[src/rtl/wb_pipe_reg.sv]
// wb_pipe_reg: execute-to-writeback pipeline register.
// It has DEPTH stages of {Valid, RegWrite, Result, Rd}, with stall and flush.
// It also provides a youngest-first forwarding lookup across the in-flight
// stages and a saturating count of committed register writes.

// One pipeline stage. Flush has priority over Stall. A bubble is all zeros.
module wb_pipe_stage #(
  parameter int DATA_W = 8,
  parameter int ADDR_W = 3
) (
  input  logic              Clk,
  input  logic              Reset,
  input  logic              Flush,
  input  logic              Stall,
  input  logic              vld_i,
  input  logic              we_i,
  input  logic [DATA_W-1:0] res_i,
  input  logic [ADDR_W-1:0] rd_i,
  output logic              vld_o,
  output logic              we_o,
  output logic [DATA_W-1:0] res_o,
  output logic [ADDR_W-1:0] rd_o
);
  logic              vld_q, vld_d;
  logic              we_q, we_d;
  logic [DATA_W-1:0] res_q, res_d;
  logic [ADDR_W-1:0] rd_q, rd_d;

  // Next-state selection: flush clears, stall holds, otherwise load upstream.
  always_comb begin
    vld_d = vld_i;
    we_d  = we_i;
    res_d = res_i;
    rd_d  = rd_i;
    if (Flush) begin
      vld_d = 1'b0;
      we_d  = 1'b0;
      res_d = '0;
      rd_d  = '0;
    end else if (Stall) begin
      vld_d = vld_q;
      we_d  = we_q;
      res_d = res_q;
      rd_d  = rd_q;
    end
  end

  // Stage register. Reset is asynchronous and needs no clock edge.
  always_ff @(posedge Clk or posedge Reset) begin
    if (Reset) begin
      vld_q <= 1'b0;
      we_q  <= 1'b0;
      res_q <= '0;
      rd_q  <= '0;
    end else begin
      vld_q <= vld_d;
      we_q  <= we_d;
      res_q <= res_d;
      rd_q  <= rd_d;
    end
  end

  assign vld_o = vld_q;
  assign we_o  = we_q;
  assign res_o = res_q;
  assign rd_o  = rd_q;
endmodule

module wb_pipe_reg #(
  parameter int DATA_W      = 8,
  parameter int ADDR_W      = 3,
  parameter int DEPTH       = 1,
  parameter int CNT_W       = 16,
  parameter int ZERO_REG_HW = 0
) (
  input  logic              Clk,
  input  logic              Reset,
  input  logic              Stall,
  input  logic              Flush,
  input  logic              in_Valid,
  input  logic              in_RegWrite,
  input  logic [DATA_W-1:0] in_Result,
  input  logic [ADDR_W-1:0] in_Rd,
  output logic              RegWrite_out,
  output logic [DATA_W-1:0] Result_out,
  output logic [ADDR_W-1:0] Rd_out,
  output logic              Valid_out,
  input  logic [ADDR_W-1:0] Rs_query,
  output logic              Fwd_hit,
  output logic [DATA_W-1:0] Fwd_data,
  output logic [CNT_W-1:0]  Commit_cnt
);
  // Chain index 0 is the masked input, and index k+1 is the output of stage k.
  logic [DEPTH:0]             vld_c;
  logic [DEPTH:0]             we_c;
  logic [DEPTH:0][DATA_W-1:0] res_c;
  logic [DEPTH:0][ADDR_W-1:0] rd_c;

  logic [CNT_W-1:0] cnt_q, cnt_d;
  logic             fwd_hit_d;
  logic [DATA_W-1:0] fwd_data_d;

  // A non-valid incoming entry becomes an all-zero bubble.
  assign vld_c[0] = in_Valid;
  assign we_c[0]  = in_Valid & in_RegWrite;
  assign res_c[0] = in_Valid ? in_Result : '0;
  assign rd_c[0]  = in_Valid ? in_Rd     : '0;

  for (genvar k = 0; k < DEPTH; k++) begin : g_stage
    wb_pipe_stage #(.DATA_W(DATA_W), .ADDR_W(ADDR_W)) u_stage (
      .Clk   (Clk),
      .Reset (Reset),
      .Flush (Flush),
      .Stall (Stall),
      .vld_i (vld_c[k]),
      .we_i  (we_c[k]),
      .res_i (res_c[k]),
      .rd_i  (rd_c[k]),
      .vld_o (vld_c[k+1]),
      .we_o  (we_c[k+1]),
      .res_o (res_c[k+1]),
      .rd_o  (rd_c[k+1])
    );
  end

  assign Valid_out    = vld_c[DEPTH];
  assign RegWrite_out = vld_c[DEPTH] & we_c[DEPTH];
  assign Result_out   = res_c[DEPTH];
  assign Rd_out       = rd_c[DEPTH];

  // Forwarding lookup uses the stage registers only. The scan runs from oldest
  // to youngest so that a later (younger) match overwrites an earlier one.
  always_comb begin
    fwd_hit_d  = 1'b0;
    fwd_data_d = '0;
    for (int k = DEPTH - 1; k >= 0; k--) begin
      if (vld_c[k+1] && we_c[k+1] && (rd_c[k+1] == Rs_query)) begin
        fwd_hit_d  = 1'b1;
        fwd_data_d = res_c[k+1];
      end
    end
    if ((ZERO_REG_HW != 0) && (Rs_query == '0)) begin
      fwd_hit_d  = 1'b0;
      fwd_data_d = '0;
    end
  end

  assign Fwd_hit  = fwd_hit_d;
  assign Fwd_data = fwd_data_d;

  // A commit happens when the final stage loads a valid write. The final stage
  // loads from chain index DEPTH-1. The counter saturates at all-ones.
  always_comb begin
    cnt_d = cnt_q;
    if (!Flush && !Stall && vld_c[DEPTH-1] && we_c[DEPTH-1] && (cnt_q != '1))
      cnt_d = cnt_q + CNT_W'(1);
  end

  // Commit counter register.
  always_ff @(posedge Clk or posedge Reset) begin
    if (Reset) cnt_q <= '0;
    else       cnt_q <= cnt_d;
  end

  assign Commit_cnt = cnt_q;
endmodule

[config.mk]
export PLATFORM = sky130hd
export DESIGN_NAME = wb_pipe_reg
export DESIGN_NICKNAME = d
export VERILOG_FILES = /design/src/rtl/wb_pipe_reg.sv
export SDC_FILE = /design/constraint.sdc
export NUM_CORES = 1
export LEC_CHECK = 0
export CAP_MARGIN = 20
export CORE_ASPECT_RATIO = 1.1
export CORE_MARGIN = 1
export CORE_UTILIZATION = 30
export DETAILED_ROUTE_END_ITERATION = 6
export SYNTH_ARGS = -nofsm -noshare
export SYNTH_HDL_FRONTEND = slang
export SYNTH_SLANG_ARGS = --single-unit
[constraint.sdc]
create_clock -name Clk -period 4.8 [get_ports Clk]
set_input_delay 0.48 -clock Clk [delete_from_list [all_inputs] [get_ports Clk]]
set_output_delay 0.48 -clock Clk [all_outputs]
set_load 0.02 [all_outputs]
==> results of run 1 <==
state kept, by name, summed over array words and instances, names as in the netlist:
name / count
g_stage.u_stage.rd_o: 3
Commit_cnt: 16
g_stage.u_stage.we_o: 1
g_stage.u_stage.vld_o: 1
g_stage.u_stage.res_o: 8
kinds of logic after synthesis:
kind of cell,share of synthesized area [%]
adder cells (fa/ha/maj),0.852
multiplexers,2.30
buffers and inverters,1.79
XOR/XNOR,8.94
AND/OR/NAND/NOR,30.6
AO/OA/AOI/OAI,6.13
flip-flops,49.4
layout by cell type, fill, tap and decap left out, types with 2 or more instances in the layout:
cell type / synthesis / layout
a21oi_1: 10 / 10
a22oi_1: 2 / 2
and2_1: 9 / 9
and4_1: 2 / 2
clkbuf_8: 0 / 5
clkdlybuf4s50_1: 0 / 57
clkinv_2: 0 / 2
dfrtp_1: 29 / 29
inv_1: 3 / 3
mux2_2: 3 / 3
nand2_1: 18 / 18
nand3_1: 4 / 4
nand4_1: 4 / 4
nor2_1: 25 / 25
nor3_1: 9 / 9
o21ai_0: 2 / 2
xnor2_1: 3 / 3
xor2_1: 12 / 12
power by group:
| group | internal (uW) | total [uW] | switching (uW) |
|---|---|---|---|
| sequential | 264 | 294 | 29.2 |
| combinational | 67.9 | 133 | 64.6 |
| clock | 100 | 191 | 90.6 |
per-stage QoR:
stage	total power (uW)	cell area, um^2	setup slack, ns	hold slack [ns]	cells
floorplan	358	1470	2.46	0.497	152
global placement	430	2100	1.82	0.483	262
detailed placement	431	2100	1.81	0.491	262
CTS	627	2180	1.81	0.500	270
global route	652	2180	1.60	0.527	270
finish	617	2180	1.86	0.494	270
synthesized netlist by cell type (all sizes together):
library cell,n,area [um^2]
xor2,12,105
nand2,18,67.6
clkbuf,4,15.0
dfrtp,29,726
a22oi,2,15.0
xnor2,3,26.3
nand4bb,1,27.5
nand4,5,37.5
mux2,3,33.8
ha,1,12.5
nand3,4,20.0
o21ai,2,10.0
nor3,9,45.0
o21bai,1,7.51
a21oi,10,50.1
nor2b,1,6.26
or4,1,11.3
and4,3,27.5
nor3b,1,7.51
and4bb,1,12.5
nor4,2,27.5
nor2,25,93.8
a21boi,1,7.51
nor4b,1,8.76
and2,9,56.3
inv,3,11.3
worst register-to-register path, stage by stage, from the launching register on:
cell and delay, ns:
dfrtp_1 0.47, nand4_2 0.20, or4_4 0.58, nor2_1 0.14, mux2_2 0.35
cell type report:
type / instances / area, um^2
Multi-Input combinational cell: 116 / 717
Sequential cell: 29 / 726
Timing Repair Buffer: 58 / 578
Clock buffer: 6 / 72.6
Clock inverter: 2 / 10.0
Tap cell: 56 / 70.1
Inverter: 3 / 11.3
Fill cell: 487 / 2500
worst min path at each step:
stage	start	endpoint	slack, ns	cells after the start
floorplan	g_stage[0].u_stage.we_o	g_stage[0].u_stage.we_o	0.50	2
global placement	Commit_cnt[15]	Commit_cnt[15]	0.48	1
detailed placement	Commit_cnt[15]	Commit_cnt[15]	0.49	1
CTS	Commit_cnt[15]	Commit_cnt[15]	0.50	1
global route	Commit_cnt[15]	Commit_cnt[15]	0.53	1
finish	Commit_cnt[15]	Commit_cnt[15]	0.49	1
routing by layer:
metal  GRT usage [%]  share of wire, %  vias to the layer above
li1                -                 -                      639
met4            4.76               1.3                        0
met5               0                 0                        -
met1            19.0                46                      591
met3            4.79               7.2                        6
met2            24.0                45                       50
==> run_results.csv, run 1 <==
group,metric,value,unit
status,status,"finished, final reports clean",
detailed_routing,route.detailed.drc,0,
timing,finalSetupTns,0,ns
setup_path,crit_fanout,9,
timing,finalCritPeriodShare,61.4,%
setup_path,r2r-start,"Commit_cnt[3]",
synthesis,ys_warn_count,0,
synthesis,synth-seq-cells,29,
worst_hold_path,hp-class,"reg -> reg",
setup_path,reg2reg_depth,4,
floorplanning,dieArea,0.00518,mm^2
setup_path,timing.reg2reg.setup_slack,2.95,ns
synthesis,synth_area,0.00147,mm^2
floorplanning,core,0.00468,mm^2
detailed_routing,detail-route-antenna-nets,0,
timing,setup-violations-final,0,
global_route,grt-ovfl-total,0,
final_layout,n_antenna_cell,0,
floorplanning,die_w,68.7,um
final_layout,fin_nets,234,
setup_path,crit_chain,"clkdlybuf4s50_1 -> xnor2_1 -> nand2_1 -> nor3_1 -> and2_1 -> clkdlybuf4s50_1",
synthesis,syn_nets,173,
setup_path,endpoint_kind,"primary output",
timing,fmax,0.340,GHz
placed_design,routabilityCongestion,0.730,
synthesis,synth.avg_cell_area,9.66,um^2
setup_path,worstPathArrival,2.46,ns
synthesis,seq_area_frac_synth,49.4,%
setup_path,critical_path_class,"in -> out",
timing,slew_violations,0,
clock_network,path_clk_slew,0.06,ns
detailed_routing,routed_wl,3.51,mm
setup_path,crit_family,"buffers and inverters",
setup_path,path_buf_inv,2,
detailed_routing,vias_per_cell,4.76,
setup_path,crit_path_top_delay_cell,"clkdlybuf4s50_1",
timing,tightest_slew,0.817,ns
clock_network,cts_resized,0,
global_route,antenna_found_initial,0,
clock_network,max-clock-path-buffers,2,
pwr,peakVddDrop,227,uV
setup_path,cp-start-kind,"primary input",
timing,finalHoldViolCount,0,
synthesis,ys_types,29,
clock_network,htreeDepth,2,
floorplanning,fp.dieH,75.4,um
floorplanning,start_util,31.4,%
timing,finClkSkew,0.00461,ns
pwr,power_density,282,mW/mm^2
global_route,grt_pass1_wl,5.62,mm
global_route,grt_max_degree,30,
setup_path,crit_start,"Rs_query[1]",
floorplanning,io_pins,58,
clock_network,tritoncts,"built",
detailed_routing,via_count,1286,
timing,fin_crit,2.94,ns
final_layout,synthToLayoutAreaGrowth,48.7,%
final_layout,drive_gt1_share,7.94,%
global_route,grt_pass1_vias,1212,
setup_path,crit_top_cell,"clkdlybuf4s50_1",
setup_path,max_stage_delay,0.59,ns
detailed_routing,post_drt_wl_per_cell,13.0,um
clock_network,cts_buffers,5,
clock_network,cts_setup_buffers,0,
setup_path,crit_path_end,"Fwd_data[3]",
clock_network,clock-root-buffer,"clkbuf_8",
placed_design,numPortBuffers,57,
clock_network,cts-hold-fix-buffers,0,
global_route,grt_usage,14.9,%
clock_network,cts_sinks,29,
placed_design,dpl.hpwl,2.52,mm
timing,rsz0062_at_grt,"no",
detailed_routing,drt_iter0_drc,41,
setup_path,path_depth,6,
timing,relSlewSlack,45.4,%
synthesis,synthCells,152,
detailed_routing,detail_route.first_pass.iterations,4,
final_layout,final_core_util,46.6,%
pwr,leakagePower,0.000971,uW
clock_network,worst_skew_pair.late_latency,0.28,ns
setup_path,cp_data_required_time,4.32,ns
setup_path,reg2reg_to,"Commit_cnt[12]",
floorplanning,rows,26,
job,drv_cap,0,
Power figures use the tool's default switching activity.
==> inputs of run 2 (changes only) <==
- clock period: 4.8 -> 2.4 ns (I/O delays scaled with it)
==> run 2 against run 1 <==
Effect of this change:
- power increased by 110%
- cell count grew 1.5%
- design area increased by 2.2%
- utilization up 1.0 points
- non-clock buffer count rose by 4
- register-to-register slack worse by 2.4 ns
- die area unchanged
- global-route usage is essentially flat
- first-iteration DRC count up 39%
- sequential power increased by 99%
- count of clock-buffer cells in the layout grew 1
- critical endpoint unchanged
- highest routed layer unchanged
==> run_results.csv, run 2 (synthesized netlist as in run 1, its figures left out) <==
group,metric,value,unit
status,status,"finished, final reports clean",
floorplanning,io_pins,58,
placed_design,routabilityCongestion,0.768,
clock_network,worst_skew_pair.late_latency,0.27,ns
floorplanning,start_util,31.4,%
clock_network,htreeDepth,2,
final_layout,fin_nets,238,
timing,tightest_slew,0.659,ns
setup_path,critical_path_class,"reg -> out",
setup_path,max_stage_delay,0.59,ns
clock_network,cts-hold-fix-buffers,0,
detailed_routing,detail_route.first_pass.iterations,4,
setup_path,reg2reg_to,"Commit_cnt[12]",
setup_path,timing.reg2reg.setup_slack,0.60,ns
final_layout,largest_reg_flops,16,
timing,finalCritPeriodShare,89.8,%
setup_path,crit_family,"buffers and inverters",
timing,fin_crit,2.16,ns
global_route,grt_pass1_vias,1229,
timing,finClkSkew,0.00307,ns
placed_design,numPortBuffers,57,
clock_network,cts_setup_buffers,0,
global_route,grt_max_degree,30,
detailed_routing,route.detailed.drc,0,
pwr,peakVddDrop,519,uV
final_layout,fillers,459,
global_route,grt-ovfl-total,0,
job,drv_cap,0,
global_route,grt_pass1_wl,5.63,mm
setup_path,worstPathArrival,1.92,ns
clock_network,cts_sinks,29,
timing,setup-violations-final,0,
detailed_routing,post_drt_wl_per_cell,12.9,um
detailed_routing,drt_iter0_drc,57,
final_layout,drive_gt1_share,10.1,%
timing,rsz0062_at_grt,"no",
floorplanning,dieArea,0.00518,mm^2
timing,relSlewSlack,55.7,%
timing,slew_violations,0,
detailed_routing,via_count,1307,
final_layout,n_antenna_cell,0,
worst_hold_path,hp-class,"in -> async",
pwr,total_power,1280,uW
setup_path,crit_path_top_delay_cell,"clkdlybuf4s50_1",
floorplanning,die_w,68.7,um
floorplanning,fp.dieH,75.4,um
setup_path,path_buf_inv,2,
timing,finalSetupTns,0,ns
setup_path,endpoint_kind,"primary output",
detailed_routing,routed_wl,3.54,mm
setup_path,r2r-start,"Commit_cnt[2]",
clock_network,cts_buffers,5,
clock_network,clock-root-buffer,"clkbuf_8",
clock_network,path_clk_slew,0.06,ns
detailed_routing,detail-route-antenna-nets,0,
setup_path,crit_fanout,9,
pwr,leakagePower,0.00100,uW
timing,fmax,0.464,GHz
setup_path,crit_chain,"xor2_1 -> nor3_1 -> buf_4 -> and2_1 -> clkdlybuf4s50_1",
setup_path,reg2reg_depth,4,
final_layout,final_common_cell,"clkdlybuf4s50_1",
global_route,antenna_found_initial,0,
placed_design,dpl.hpwl,2.51,mm
floorplanning,rows,26,
final_layout,synthToLayoutAreaGrowth,52.0,%
timing,finalHoldViolCount,0,
clock_network,tritoncts,"built",
clock_network,max-clock-path-buffers,2,
clock_network,cts_resized,0,
detailed_routing,vias_per_cell,4.77,
setup_path,cp_data_required_time,2.16,ns
global_route,grt_usage,14.9,%
final_layout,final_cell_mix,"clkdlybuf4s50_1, dfrtp_1, nor2_1",
setup_path,cp-start-kind,"flop",
pwr,power_density,575,mW/mm^2
floorplanning,core,0.00468,mm^2
-- run 2: cell types whose count changed in the layout (fill, tap and decap cells not counted), sizes merged --
cell / delta
buf: +4
clkbuf: +1
clkinv: -1
-- run 2: through the flow --
stage	cells	utilization, %	hold slack, ns	setup slack, ns	instance area (um^2)
5_1_grt	274	47.7	0.398	0.0874	2230
2_1_floorplan	152	-	0.306	0.302	1470
3_3_place_gp	266	45.5	0.483	0.252	2130
3_5_place_dp	266	45.5	0.487	0.238	2130
6_report	274	47.7	0.342	0.244	2230
4_1_cts	274	47.7	0.356	0.219	2230
-- run 2: worst max path at each step --
stage | from | to | slack [ns] | cells after the start
after detailed placement | Rs_query[1] | Fwd_data[3] | 0.24 | 7
after global placement | Rs_query[2] | Fwd_data[0] | 0.25 | 6
final | g_stage[0].u_stage.rd_o[2] | Fwd_data[3] | 0.24 | 5
after floorplan | g_stage[0].u_stage.vld_o | Fwd_data[0] | 0.30 | 4
after global routing | g_stage[0].u_stage.vld_o | Fwd_data[0] | 0.09 | 6
after CTS | g_stage[0].u_stage.rd_o[2] | Fwd_data[3] | 0.22 | 5
-- run 2: layout make-up --
type | count | area, um^2 | share of cell area [%]
tap | 56 | 70.1 | 3.14
timing repair buffer | 62 | 608 | 27.2
inverter | 3 | 11.3 | 0.504
multi-input combinational | 116 | 717 | 32.1
sequential | 29 | 726 | 32.5
clock inverter | 1 | 5.00 | 0.224
clock buffer | 7 | 96.3 | 4.31
-- run 2: layer usage --
metal | part of all wire [%] | GRT usage (%) | vias up
met2 | 45 | 25.2 | 48
met5 | 0 | 0 | -
met3 | 10 | 4.19 | 4
met4 | 1.2 | 6.80 | 0
met1 | 44 | 17.6 | 604
li1 | - | - | 651
-- run 2: where the power goes --
part | internal [uW] | switching, uW | leakage, uW
Sequential | 529 | 56.1 | 0.000384
Combinational | 139 | 129 | 0.000562
Clock | 258 | 173 | 0.0000542
Total | 926 | 358 | 0.00100
-- run 2: worst min-delay path, cell delays in order --
cell and delay, ns:
clkdlybuf4s50_1 0.40, inv_1 0.05, buf_4 0.34
